## src/rtl/bpu_update_scheduler.sv

```systemverilog
`default_nettype none
// +----------------------------------------------------------------------------+
// | bpu_update_scheduler: merges EX and JMP training updates into a FIFO that   |
// | drains into the branch predictor's single update port.                      |
// | Revision: 1.0                                                               |
// +----------------------------------------------------------------------------+
module bpu_update_scheduler #(
  parameter int QUEUE_DEPTH = 4,
  parameter int ADDR_WIDTH  = 32
) (
  input  logic                           clk_i,
  input  logic                           rst_ni,
  input  logic                           ex_valid_i,
  output logic                           ex_ready_o,
  input  logic [ADDR_WIDTH-1:0]          ex_pc_i,
  input  logic                           ex_taken_i,
  input  logic [ADDR_WIDTH-1:0]          ex_target_i,
  input  logic                           jmp_valid_i,
  output logic                           jmp_ready_o,
  input  logic [ADDR_WIDTH-1:0]          jmp_pc_i,
  input  logic [ADDR_WIDTH-1:0]          jmp_target_i,
  input  logic                           flush_i,
  input  logic                           enable_i,
  output logic                           bpu_update_o,
  output logic [ADDR_WIDTH-1:0]          bpu_update_pc_o,
  output logic                           bpu_taken_o,
  output logic [ADDR_WIDTH-1:0]          bpu_target_o,
  output logic                           bpu_is_branch_o,
  output logic [$clog2(QUEUE_DEPTH):0]   queue_count_o,
  output logic [31:0]                    update_cnt_o
);

  localparam int PW = $clog2(QUEUE_DEPTH);
  localparam int CW = PW + 1;
  localparam logic [CW-1:0] C_DEPTH = CW'(QUEUE_DEPTH);

  typedef struct packed {
    logic [ADDR_WIDTH-1:0] pc;
    logic                  taken;
    logic [ADDR_WIDTH-1:0] target;
    logic                  is_branch;
  } entry_t;

  entry_t        mem_q [QUEUE_DEPTH];
  entry_t        mem_d [QUEUE_DEPTH];
  logic [PW-1:0] wr_ptr_q, wr_ptr_d;
  logic [PW-1:0] rd_ptr_q, rd_ptr_d;
  logic [CW-1:0] count_q, count_d;
  logic [31:0]   update_cnt_q, update_cnt_d;

  logic [CW-1:0] free;
  logic [PW-1:0] jmp_idx;
  logic          ex_push, jmp_push, pop;
  entry_t        head;

  always_comb begin
    // Free space uses only the registered count; a same-cycle pop is not credited.
    free        = C_DEPTH - count_q;
    ex_ready_o  = !flush_i && (free != '0);
    jmp_ready_o = !flush_i && ((free >= CW'(2)) || ((free == CW'(1)) && !ex_valid_i));
    ex_push     = ex_valid_i && ex_ready_o;
    jmp_push    = jmp_valid_i && jmp_ready_o;
    pop         = enable_i && !flush_i && (count_q != '0);

    mem_d   = mem_q;
    jmp_idx = ex_push ? (wr_ptr_q + PW'(1)) : wr_ptr_q;
    if (ex_push) begin
      mem_d[wr_ptr_q] = '{pc: ex_pc_i, taken: ex_taken_i, target: ex_target_i, is_branch: 1'b1};
    end
    if (jmp_push) begin
      mem_d[jmp_idx] = '{pc: jmp_pc_i, taken: 1'b1, target: jmp_target_i, is_branch: 1'b1};
    end

    wr_ptr_d = wr_ptr_q + PW'(ex_push) + PW'(jmp_push);
    rd_ptr_d = rd_ptr_q + PW'(pop);
    count_d  = count_q + CW'(ex_push) + CW'(jmp_push) - CW'(pop);
    if (flush_i) begin
      wr_ptr_d = '0;
      rd_ptr_d = '0;
      count_d  = '0;
    end

    update_cnt_d = update_cnt_q;
    if (pop && (update_cnt_q != 32'hFFFF_FFFF)) begin
      update_cnt_d = update_cnt_q + 32'd1;
    end
  end

  always_ff @(posedge clk_i or negedge rst_ni) begin
    if (!rst_ni) begin
      for (int i = 0; i < QUEUE_DEPTH; i++) begin
        mem_q[i] <= '0;
      end
      wr_ptr_q     <= '0;
      rd_ptr_q     <= '0;
      count_q      <= '0;
      update_cnt_q <= '0;
    end else begin
      mem_q        <= mem_d;
      wr_ptr_q     <= wr_ptr_d;
      rd_ptr_q     <= rd_ptr_d;
      count_q      <= count_d;
      update_cnt_q <= update_cnt_d;
    end
  end

  // Bus is forced to zero when empty so stale entries never leak out.
  assign head            = (count_q == '0) ? '0 : mem_q[rd_ptr_q];
  assign bpu_update_o    = pop;
  assign bpu_update_pc_o = head.pc;
  assign bpu_taken_o     = head.taken;
  assign bpu_target_o    = head.target;
  assign bpu_is_branch_o = head.is_branch;
  assign queue_count_o   = count_q;
  assign update_cnt_o    = update_cnt_q;

endmodule
`default_nettype wire

```

## config.mk

```make
export PLATFORM = sky130hd
export DESIGN_NAME = bpu_update_scheduler
export DESIGN_NICKNAME = d
export VERILOG_FILES = /design/src/rtl/bpu_update_scheduler.sv
export SDC_FILE = /design/constraint.sdc
export NUM_CORES = 1
export LEC_CHECK = 0
export BUFFER_PORTS_ARGS = -buffer_cell sky130_fd_sc_hd__buf_2
export CAP_MARGIN = 5
export CELL_PAD_IN_SITES_DETAIL_PLACEMENT = 1
export CELL_PAD_IN_SITES_GLOBAL_PLACEMENT = 1
export CORE_MARGIN = 8
export CORE_UTILIZATION = 45
export CTS_CLUSTER_DIAMETER = 80
export DETAILED_ROUTE_END_ITERATION = 8
export HOLD_SLACK_MARGIN = 0.12
export PLACE_DENSITY = 0.92
export SYNTH_ARGS = -nofsm -noshare
export SYNTH_HDL_FRONTEND = slang
export SYNTH_SLANG_ARGS = --single-unit
```

## constraint.sdc

```tcl
create_clock -name clk_i -period 3.27 [get_ports clk_i]
set_input_delay 0 -clock clk_i [delete_from_list [all_inputs] [get_ports clk_i]]
set_output_delay 0 -clock clk_i [all_outputs]
set_load 0.01 [all_outputs]
```

* Word-level counts from Yosys, hierarchy flattened *
Index checks and enable logic that the tools add are counted.
W data, S select, Z words.

word-level totals
  output and inout bits = 104
  bits of input ports = 135
  logic and storage cells = 72
  bits in registers = 303

operators by class
  magnitude comparators = 6
  bitwise logic cells = 3
  add/sub/neg operators = 9
  mux-type cells = 16
  equal/unequal tests = 2
  reduce and logical (&&, ||, !) cells = 16

operator list
  cell                     count
  $bwmux W264              2
  $mux W264                2
  $mux W66                 5
  $demux W66 S2            2
  $bmux W66 S2             1
  $add A32 B1 Y32 const B  1
  $ne A32 B32 Y1 const B   1
  $logic_and A1 B1 Y1      10
  $ge A3 B3 Y1 const B     3
  $not A2 Y3               3
  $add A2 B1 Y2            3
  $add A3 B1 Y3            2
  $lt A3 B1 Y1 const B     2
  $mux W2                  3
  $reduce_bool A3 Y1       2
  $eq A3 B1 Y1 const B     1
  $ge A3 B2 Y1 const B     1
  $logic_not A3 Y1         1
  $mux W3                  1
  $sub A3 B1 Y3            1
  $sub A3 B3 Y3 const A    1
  $add A2 B1 Y2 const B    1
  $logic_not A1 Y1         2
  $logic_or A1 B1 Y1       1

* Logic depth before layout (Yosys ltp) *
  depth after elaboration = 12
  depth in mapped cells = 13
  mapped depth without buffers = 12

* Worst setup path before layout *
OpenSTA, ideal clock, no wires.

  path kind = register to register
  from = reg count_q[1], in the netlist queue_count_o[1]
  to = reg count_q[2], in the netlist queue_count_o[2]
  data arrival time = 2.703 ns
  path buffers = 1
  data required time = 3.138 ns
  library setup time = 0.132 ns
  cell stages (with the launch flop) = 14
  setup slack = 0.435 ns
  period minus slack after synthesis = 2.835 ns
  path through = dfrtp_1 > inv_1 > ha_1 > ha_1 > or3b_1 > buf_2 > inv_1 > ha_1 > inv_1 > fa_1 > inv_1 > fa_1 > xnor2_1 > nor2_1

between the ends
  elaborated cells between the ends (all ways) = 16
  those cells by class = 4 x add/sub; 1 x order compare; 1 x eq/ne; 1 x mux; 9 x reduce/logical

RTL lines
  what                    line  RTL
  start, declared         48    logic [CW-1:0] count_q, count_d;
  start signal, assigned  102   count_q <= count_d;
  $reduce_bool A3 Y1      63    pop = enable_i && !flush_i && (count_q != '0);
  $logic_and A1 B1 Y1     63
  named net bpu_update_o  24    output logic bpu_update_o,
  $sub A3 B1 Y3           76    count_d = count_q + CW'(ex_push) + CW'(jmp_push) - CW'(pop);
  $mux W3                 77    if (flush_i) begin
  named net count_d[2]    48

The timed path passes the listed nets, and every way through them passes these cells.
A chain may end at the register's enable or synchronous reset.

==> results.md <==
- CP Cell Sequence: inv_1 -> ha_1 -> ha_1 -> or3b_1 -> or3_1 -> a21oi_4 -> buf_12 -> nand2_1 -> o21ai_1
- Nets: 1,995
- Setup Skew: 16.9 ps
- DRC Markers: 0
- Status: complete, no violations
- Post_cts resized: 0
- Post-synthesis net count: 1,660
- Worst hold margin: 118 ps
- Worst Path Required: 3670 ps
- Finished Core Util: 0.580
- Worst-case clock buffer depth: 3
- Lkg Pwr: 8.55 nW
- Routed vias: 14.0k
- Max Fclk: 322 MHz
- Max_cap viols: 0
- Number of synthesized flops with an enable pin: 0
- Avg Vias per Cell: 6.01
- Setup TNS: 0 ps
- Detailed Route Iter0 Violations: 822
- WL per Instance: 25.9 um
- Die area: 0.0422 mm^2
- Die Span Y: 205 um
- Starting Density: 0.455
- Max_slew headroom: 0.312
- Setup slack, reg-to-reg: 170 ps
- Proportion of layout cells with a drive suffix above 1: 0.226
- Slowest CP cell: a21oi_4
- Final ANT Viol Nets: 0
- Setup CP Type: reg2reg
- TritonCTS clock tree: done
- CP most frequent cell: ha_1
- Largest stage delay on the critical path: 520 ps
- Pwr Density: 860 mW/mm^2
- Ys Warns: 0
- Placer Congestion: 0.826
- DP Wirelength: 34,300 um
- Worst Tran Pin Value: 1030 ps
- Fin. Hold Viols: 0
- Critical Path Fanout Max: 33
- Yosys top cell area share: 0.469
- IO Pins: 239
- IO buf count: 238
- Worst Setup Start Kind: register
- Count of endpoints failing setup in the final report: 0
- Dominant cell type by area after synthesis: dfrtp_1
- Most frequent cell after synthesis: dfrtp_1
- RSZ-0062 raised after global routing: false
- Core area: 0.0355 mm^2
- Fill cells: 3,781
- CTS root buffer: clkbuf_16
- Worst skew pair latency: 530 ps
- Vias in the first global route: 16.3k
- Final Power: 17.7 mW
- Post-Synthesis Cells: 1,510
- Worst VDD drop: 0.526 mV
- Grt ovf: 0
- DIE WIDTH: 205 um
- Yosys cell types: 43
- Worst setup margin: 165 ps
- Slew Limit Fails: 0
- Area delta synth->final: 27.4%
- Primary FF master, synth: dfrtp_1
- Post-Route WL: 60,500 um
- Mapped Area: 0.0162 mm^2
- Worst Hold Class: in2async
- Pin count of the biggest net entering global routing: 104
- Fin crit period: 3100 ps
- Post-synth ARST share: 1.00
- Num CTS Buffers: 36
- Worst-path clk slew: 60 ps
- First-pass GRT wire length: 94,300 um
- DRT Pass-1 Iters: 5
- Fin crit share: 0.949
- Avg Cell Area, Syn: 10.7 um^2
- TritonCTS Sinks: 303
- Total GRT Usage: 0.287
- H-tree depth: 2
- Setup Slack @ Placement: 300 ps
- Critical Path AT: 3510 ps
- Register area share after synthesis: 0.469
- CP endpoint kind: register
- Top post-synthesis cells by count: 303 x dfrtp_1, 258 x mux2i_1, 152 x nand2_1
- Initial antenna violation count: 3
- Num rows: 69
- Synth top area cells: dfrtp_1 47%, mux2i_1 16%, mux4_2 9.2%
- Yosys reg bits: 303
## cell type report
| type | instances | area (um^2) | area share |
|---|---|---|---|
| sequential | 303 | 7590 | 0.369 |
| tap | 461 | 577 | 0.0280 |
| inverter | 14 | 52.6 | 0.00255 |
| multi-input combinational | 1077 | 8020 | 0.390 |
| clock buffer | 53 | 1070 | 0.0518 |
| antenna | 2 | 5.00 | 0.000243 |
| timing repair buffer | 413 | 3120 | 0.151 |
| clock inverter | 10 | 153 | 0.00742 |
## stage by stage
step | instances | cell area (um^2)
finish | 2333 | 20600
CTS | 2331 | 20600
floorplan | 1510 | 16200
global placement | 2137 | 18000
detailed placement | 2137 | 18000
global route | 2333 | 20600
## per-layer routing
layer | part of all wire | track usage
met5 | 0.00021 | 0
met4 | 0.051 | 0.163
met3 | 0.061 | 0.0578
met2 | 0.52 | 0.505
met1 | 0.37 | 0.321
## what timing repair did
item | 4_1_cts | 5_1_grt
setup buffers | 0 | 0
hold endpoints to repair | 363 | 0
hold buffers | 131 | 0
## registers in the layout (all words and copies together) (netlist names)
signal and flops:
update_cnt_o 32, wr_ptr_q 2, mem_q 264, queue_count_o 3, rd_ptr_q 2
## logic make-up (layout without fill, tap and decap cells)
family | count (synthesis) | in the layout | synth area share
adder cells (fa/ha/maj) | 15 | 15 | 0.0130
buffers and inverters | 130 | 490 | 0.0383
flip-flops | 303 | 303 | 0.469
other | 0 | 2 | 0
XOR/XNOR | 32 | 32 | 0.0173
AND/OR/NAND/NOR | 433 | 433 | 0.123
multiplexers | 327 | 327 | 0.254
AO/OA/AOI/OAI | 270 | 270 | 0.0851
## layout by cell type, fill, tap and decap left out, drive strengths merged, types with 22 or more instances in the layout
cell type and instances:
nor2b 71, buf 282, nor2 148, o21ai 130, clkbuf 53, mux4 66
dlygate4sd3 131, nand2 152, a21oi 131, dfrtp 303, mux2i 258, xnor2 22
## power breakdown
part	switching [mW]	leakage, nW	internal, mW
clock	1.66	0.599	2.57
sequential	1.20	3.75	5.41
combinational	3.72	4.20	3.15
## worst max-delay path, delay by kind of cell (launching register included)
family | cells | cell delay, ps
flip-flops | 1 | 490
buffers and inverters | 2 | 350
AND/OR/NAND/NOR | 3 | 970
adder cells (fa/ha/maj) | 2 | 440
AO/OA/AOI/OAI | 2 | 700
## path summary, 6_finish.rpt
| check | start | end | depth (start not counted) |
|---|---|---|---|
| hold reg to reg | mem_q[198] | mem_q[198] | 1 |
| max in group asynchronous | rst_ni | mem_q[98] | 3 |
| setup reg to reg | queue_count_o[1] | mem_q[248] | 9 |
| setup / recovery | queue_count_o[1] | mem_q[248] | 9 |
| min in group clk_i | enable_i | update_cnt_o[0] | 5 |
| hold / removal | rst_ni | mem_q[145] | 2 |
Power figures use the tool's default switching activity.
